**src/rtl/spike_rate_display.sv**
```systemverilog
// rtl/spike_rate_display.sv - gated spike-rate counter with 7-segment readout and stretched spike LED
//
// Counts rising edges of spike_in over a GATE_COUNT-cycle window, latches the
// saturating count into rate at the end of each window, and shows one hex
// nibble of it on a 7-segment display.
//
// Ports:
//   clk        in   system clock
//   rst        in   asynchronous active-high reset
//   spike_in   in   neuron spike level (same clock domain)
//   disp_sel   in   0 = show rate[3:0], 1 = show rate[7:4]
//   uo_out     out  [6:0] segments g..a active-high, [7] saturation flag
//   spike_led  out  stretched spike indicator
//   rate_valid out  one-cycle strobe with each newly latched rate
//   rate       out  latched edge count of the last complete window
module spike_rate_display #(
  parameter logic [23:0] GATE_COUNT = 24'd10_000_000,
  parameter int          CNT_W      = 8,
  parameter logic [23:0] STRETCH    = 24'd1_000_000
) (
  input  logic             clk,
  input  logic             rst,
  input  logic             spike_in,
  input  logic             disp_sel,
  output logic [7:0]       uo_out,
  output logic             spike_led,
  output logic             rate_valid,
  output logic [CNT_W-1:0] rate
);

  localparam logic [CNT_W-1:0] CNT_MAX = '1;

  logic             r_spike_d;
  logic [CNT_W-1:0] r_acc;
  logic             r_acc_sat;
  logic [23:0]      r_win_cnt;
  logic [CNT_W-1:0] r_rate;
  logic             r_rate_sat;
  logic             r_rate_valid;
  logic [7:0]       r_uo;
  logic [23:0]      r_stretch;

  logic             w_edge;
  logic             w_terminal;
  logic             w_acc_at_max;
  logic [CNT_W-1:0] w_sum;
  logic [7:0]       w_rate8;
  logic [3:0]       w_nibble;
  logic [6:0]       w_seg;

  assign w_edge       = spike_in & ~r_spike_d;
  assign w_terminal   = (r_win_cnt == GATE_COUNT - 24'd1);
  assign w_acc_at_max = (r_acc == CNT_MAX);
  // Saturating add of the edge bit: once at max the accumulator holds.
  assign w_sum        = w_acc_at_max ? r_acc : r_acc + CNT_W'(w_edge);

  // Zero-extend so the upper nibble reads as 0 for narrow counters.
  assign w_rate8  = 8'(r_rate);
  assign w_nibble = disp_sel ? w_rate8[7:4] : w_rate8[3:0];

  always_comb begin
    w_seg = 7'h00;
    case (w_nibble)
      4'h0: w_seg = 7'h3F;
      4'h1: w_seg = 7'h06;
      4'h2: w_seg = 7'h5B;
      4'h3: w_seg = 7'h4F;
      4'h4: w_seg = 7'h66;
      4'h5: w_seg = 7'h6D;
      4'h6: w_seg = 7'h7D;
      4'h7: w_seg = 7'h07;
      4'h8: w_seg = 7'h7F;
      4'h9: w_seg = 7'h6F;
      4'hA: w_seg = 7'h77;
      4'hB: w_seg = 7'h7C;
      4'hC: w_seg = 7'h39;
      4'hD: w_seg = 7'h5E;
      4'hE: w_seg = 7'h79;
      4'hF: w_seg = 7'h71;
      default: w_seg = 7'h00;
    endcase
  end

  always_ff @(posedge clk or posedge rst) begin
    if (rst) begin
      r_spike_d    <= 1'b0;
      r_acc        <= '0;
      r_acc_sat    <= 1'b0;
      r_win_cnt    <= 24'd0;
      r_rate       <= '0;
      r_rate_sat   <= 1'b0;
      r_rate_valid <= 1'b0;
      r_uo         <= 8'h00;
      r_stretch    <= 24'd0;
    end else begin
      r_spike_d    <= spike_in;
      r_uo         <= {r_rate_sat, w_seg};
      r_rate_valid <= w_terminal;

      // Each new edge restarts the LED hold time.
      if (w_edge) begin
        r_stretch <= STRETCH;
      end else if (r_stretch != 24'd0) begin
        r_stretch <= r_stretch - 24'd1;
      end

      if (w_terminal) begin
        // An edge on the terminal cycle is folded into the closing window.
        r_win_cnt  <= 24'd0;
        r_rate     <= w_sum;
        r_rate_sat <= r_acc_sat | (w_edge & w_acc_at_max);
        r_acc      <= '0;
        r_acc_sat  <= 1'b0;
      end else begin
        r_win_cnt <= r_win_cnt + 24'd1;
        r_acc     <= w_sum;
        if (w_edge & w_acc_at_max) begin
          r_acc_sat <= 1'b1;
        end
      end
    end
  end

  assign uo_out     = r_uo;
  assign spike_led  = (r_stretch != 24'd0);
  assign rate_valid = r_rate_valid;
  assign rate       = r_rate;

endmodule
```
**config.mk**
```make
export PLATFORM = sky130hd
export DESIGN_NAME = spike_rate_display
export DESIGN_NICKNAME = d
export VERILOG_FILES = /design/src/rtl/spike_rate_display.sv
export SDC_FILE = /design/constraint.sdc
export NUM_CORES = 1
export LEC_CHECK = 0
export ABC_CLOCK_PERIOD_IN_PS = 3750
export BUFFER_PORTS_ARGS = -buffer_cell sky130_fd_sc_hd__buf_2
export CORE_ASPECT_RATIO = 1.4
export CORE_MARGIN = 8
export CORE_UTILIZATION = 64
export DETAILED_ROUTE_END_ITERATION = 6
export PLACE_DENSITY = 0.8
export SLEW_MARGIN = 0
export SYNTH_ARGS = -nofsm -noshare
export SYNTH_HDL_FRONTEND = slang
export SYNTH_SLANG_ARGS = --single-unit
```
**constraint.sdc**
```tcl
create_clock -name clk -period 3.75 [get_ports clk]
set_input_delay 0.1875 -clock clk [delete_from_list [all_inputs] [get_ports clk]]
set_output_delay 0.1875 -clock clk [all_outputs]
set_load 0.02 [all_outputs]
```
==> flow_summary.json <==
{
  "irDropWorstVdd_v": 0.000343,
  "worst_pin_slew_ns": 0.862,
  "synth_flop_cell": "dfrtp_1",
  "total_leakage_power_nw": 1.79,
  "design_area_sq_mm": 0.00419,
  "clock-sinks": 76,
  "start_kind": "flop",
  "dr_total_vias": 2841,
  "synth_nets": 396,
  "clkSlewWorstSetupHoldPaths_ns": 0.07,
  "drt_iter0_markers": 122,
  "pwr-share-comb_pct": 17.3,
  "setup-tns-final_ns": 0,
  "netlist_area_sq_mm": 0.00383,
  "htree_levels": 3,
  "avgSynthCellArea_sq_um": 10.1,
  "cp_top_family": "simple AND/OR/NAND/NOR gates",
  "p_switching_mw": 0.566,
  "grt_first_pass_wirelength_mm": 12.7,
  "synth_edf_count": 0,
  "insertion_delay_ns": 0.35,
  "holdPathStages": 3,
  "grt_overflow_total": 0,
  "postPlaceCellArea_sq_mm": 0.00400,
  "worst-r2r-cell-count": 8,
  "dieHeight_microns": 107,
  "cts_tree": "yes",
  "ys_ff_latch": 76,
  "timing_hold_violations_final": 0,
  "synth_mux_area_share_pct": 2.49,
  "wl_per_cell_microns": 15.3,
  "cts_root_buf": "clkbuf_8",
  "synth_compound_area_share_pct": 8.21,
  "yosys.area_share.simple_pct": 23.7,
  "pre_cts_ws_ns": 1.51,
  "fmax_mhz": 420,
  "hold_buffers": 2,
  "synth.distinct_cells": 55,
  "finalWeightedCongestion": 0.853,
  "p_int_mw": 1.27,
  "grt_pass1_vias": 2856,
  "wirelength_mm": 7.40,
  "portBuffers": 21,
  "min_path_type": "in2reg",
  "initial_core_util_pct": 65.7,
  "critPathCaptureType": "primary output",
  "status": "finished clean",
  "drc": 0,
  "io_pins": 22,
  "cts_setup_buffers": 0,
  "p_total_mw": 1.84,
  "critPathMaxStageDelay_ns": 0.55,
  "setup-violations-final": 0,
  "yosys_warnings": 0,
  "nNetsFinal": 424,
  "core-area_sq_mm": 0.00582,
  "synth_top_family_by_area": "simple AND/OR/NAND/NOR gates",
  "setup_ws_ns": 1.37,
  "dieArea_sq_mm": 0.00874,
  "cp.arrival_ns": 2.19,
  "chipWidth_microns": 81.3,
  "worstSetupPathType": "reg2out",
  "switching_share_pct": 30.7,
  "slowest_stage": "nor4_4",
  "cp_max_fo": 9,
  "grt_use_total_pct": 18.6,
  "cap_violations": 0,
  "final_antenna_net_count": 0,
  "clockBufferDepth": 2,
  "finClkSkew_ns": 0.0108,
  "area_delta_synth_final_pct": 9.55,
  "seqPwrFrac_pct": 53.6,
  "dp_hpwl_mm": 5.43,
  "grt_max_degree": 32,
  "cts_resized": 0,
  "cts_inserted_buffers": 9,
  "hold_slack_ns": 0.362,
  "syn_inst": 380,
  "cp_num_cells": 5,
  "slew_violations": 0,
  "seq_area_frac_synth_pct": 49.7,
  "worstPathBufferInverterCount": 2,
  "rsz0062_at_grt": "false",
  "drive_above_1_share_pct": 14.6,
  "relSlewSlack_pct": 42.1,
  "power_density_mw_per_mm2": 439,
  "rows": 33,
  "grt_antenna_before_repair": 0,
  "fin_crit_ns": 2.38,
  "vias_per_cell": 5.89,
  "synthAdderAreaFrac_pct": 3.92,
  "dr.pass1.iters": 5,
  "required_ns": 3.56,
  "power.clock.fraction_pct": 29.1,
  "antennaDiodeCount": 0,
  "synth-xor-area-share_pct": 9.61,
  "async_reset_ff_share_pct": 100,
  "post-route-period-util_pct": 63.5,
  "crit_path_cell_trace": "nor4_4 -> nand4_2 -> nor2_1 -> inv_2 -> buf_2"
}
[flip-flops by register name, summed over array words and instances (netlist names)]
register and flops:
rate 8, r_win_cnt 24, uo_out 8, r_spike_d 1
rate_valid 1, r_acc 8, r_acc_sat 1, r_rate_sat 1
r_stretch 24
[cell type report]
class | count | area, sq um
multi-input cells | 282 | 1840
flip-flops and latches | 76 | 1900
inverters | 13 | 48.8
clock buffers | 11 | 141
clock inverters | 4 | 26.3
well taps | 70 | 87.6
repair buffers | 26 | 148
fillers | 437 | 1630
[routing by layer]
metal	routed length (microns)	up-vias	track usage [%]
met1	2970	1379	20.1
met5	0	-	0
met3	261	16	5.18
met2	4010	62	32.6
met4	159	0	7.82
li1	-	1384	-
[cell usage after synthesis, types with 2 or more instances]
| cell | count | area share [%] |
|---|---|---|
| o21ai_0 | 4 | 0.52 |
| and3_1 | 2 | 0.33 |
| a21oi_1 | 15 | 2.0 |
| nand4_1 | 9 | 1.5 |
| nor2_1 | 61 | 6.0 |
| a211oi_2 | 2 | 0.65 |
| nor4b_1 | 2 | 0.46 |
| nor4_1 | 3 | 0.49 |
| o21ai_1 | 8 | 1.0 |
| dfrtp_1 | 76 | 50 |
| xnor2_1 | 29 | 6.6 |
| inv_1 | 12 | 1.2 |
| mux2i_1 | 5 | 1.3 |
| xor2_1 | 13 | 3.0 |
| or3_1 | 4 | 0.65 |
| ha_1 | 12 | 3.9 |
| nand4_2 | 2 | 0.65 |
| a211oi_1 | 3 | 0.59 |
| nor3_1 | 13 | 1.7 |
| and4_1 | 6 | 1.4 |
| or4_1 | 2 | 0.39 |
| clkbuf_1 | 7 | 0.69 |
| nand2_1 | 31 | 3.0 |
| nor2b_1 | 3 | 0.49 |
| and2_1 | 3 | 0.49 |
| a31oi_1 | 2 | 0.33 |
| nor4_4 | 2 | 1.1 |
| nand3_1 | 20 | 2.6 |
| a211o_1 | 2 | 0.46 |
| mux2_2 | 2 | 0.59 |
[metrics by stage]
step / instances / util (%)
after CTS: 482 / 72.0
after detailed placement: 465 / 68.8
after global placement: 465 / 68.8
after global routing: 482 / 72.0
after floorplan: 380 / -
final: 482 / 72.0
[worst paths after layout]
kind	from	to	slack, ns
worst max-delay path	r_stretch[14]	spike_led	1.37
worst min-delay path	disp_sel	uo_out[2]	0.36
worst max register to register	r_spike_d	rate[6]	1.54
worst min register to register	r_rate_sat	uo_out[7]	0.39
max in group asynchronous	rst	r_stretch[13]	2.54
min in group asynchronous	rst	r_win_cnt[14]	0.42
[worst min-delay path, delay by kind of cell]
| family | cells | cell delay (ns) |
|---|---|---|
| compound gates | 1 | 0.08 |
| buf+inv | 1 | 0.16 |
| mux | 1 | 0.22 |
[layout by cell type, fill, tap and decap left out, drive strengths merged, types with 3 or more instances in the layout]
cell type | synthesis | layout
a211oi | 5 | 5
a21oi | 15 | 15
and2 | 3 | 3
and3 | 3 | 3
and4 | 7 | 7
buf | 2 | 24
clkbuf | 7 | 11
clkinv | 0 | 3
dfrtp | 76 | 76
ha | 12 | 12
inv | 13 | 13
mux2i | 5 | 5
nand2 | 31 | 31
nand3 | 20 | 20
nand4 | 11 | 11
nor2 | 61 | 61
nor2b | 3 | 3
nor3 | 13 | 13
nor4 | 6 | 6
o21ai | 13 | 13
or3 | 5 | 5
xnor2 | 29 | 29
xor2 | 13 | 13
[cell families after synthesis]
group | count (synthesis)
compound gates | 47
xor+xnor | 42
fa+ha+maj | 12
buf+inv | 22
flops | 76
mux | 8
simple gates | 173
[power groups by stage]
stage | Clock (mW) | Sequential (mW) | Combinational (mW)
after global placement | 0 | 0.998 | 0.305
after floorplan | 0 | 0.980 | 0.258
final | 0.536 | 0.986 | 0.319
after detailed placement | 0 | 0.999 | 0.317
after CTS | 0.547 | 0.985 | 0.320
after global routing | 0.588 | 0.999 | 0.360
Note: power is estimated with default switching activity, not from simulation.
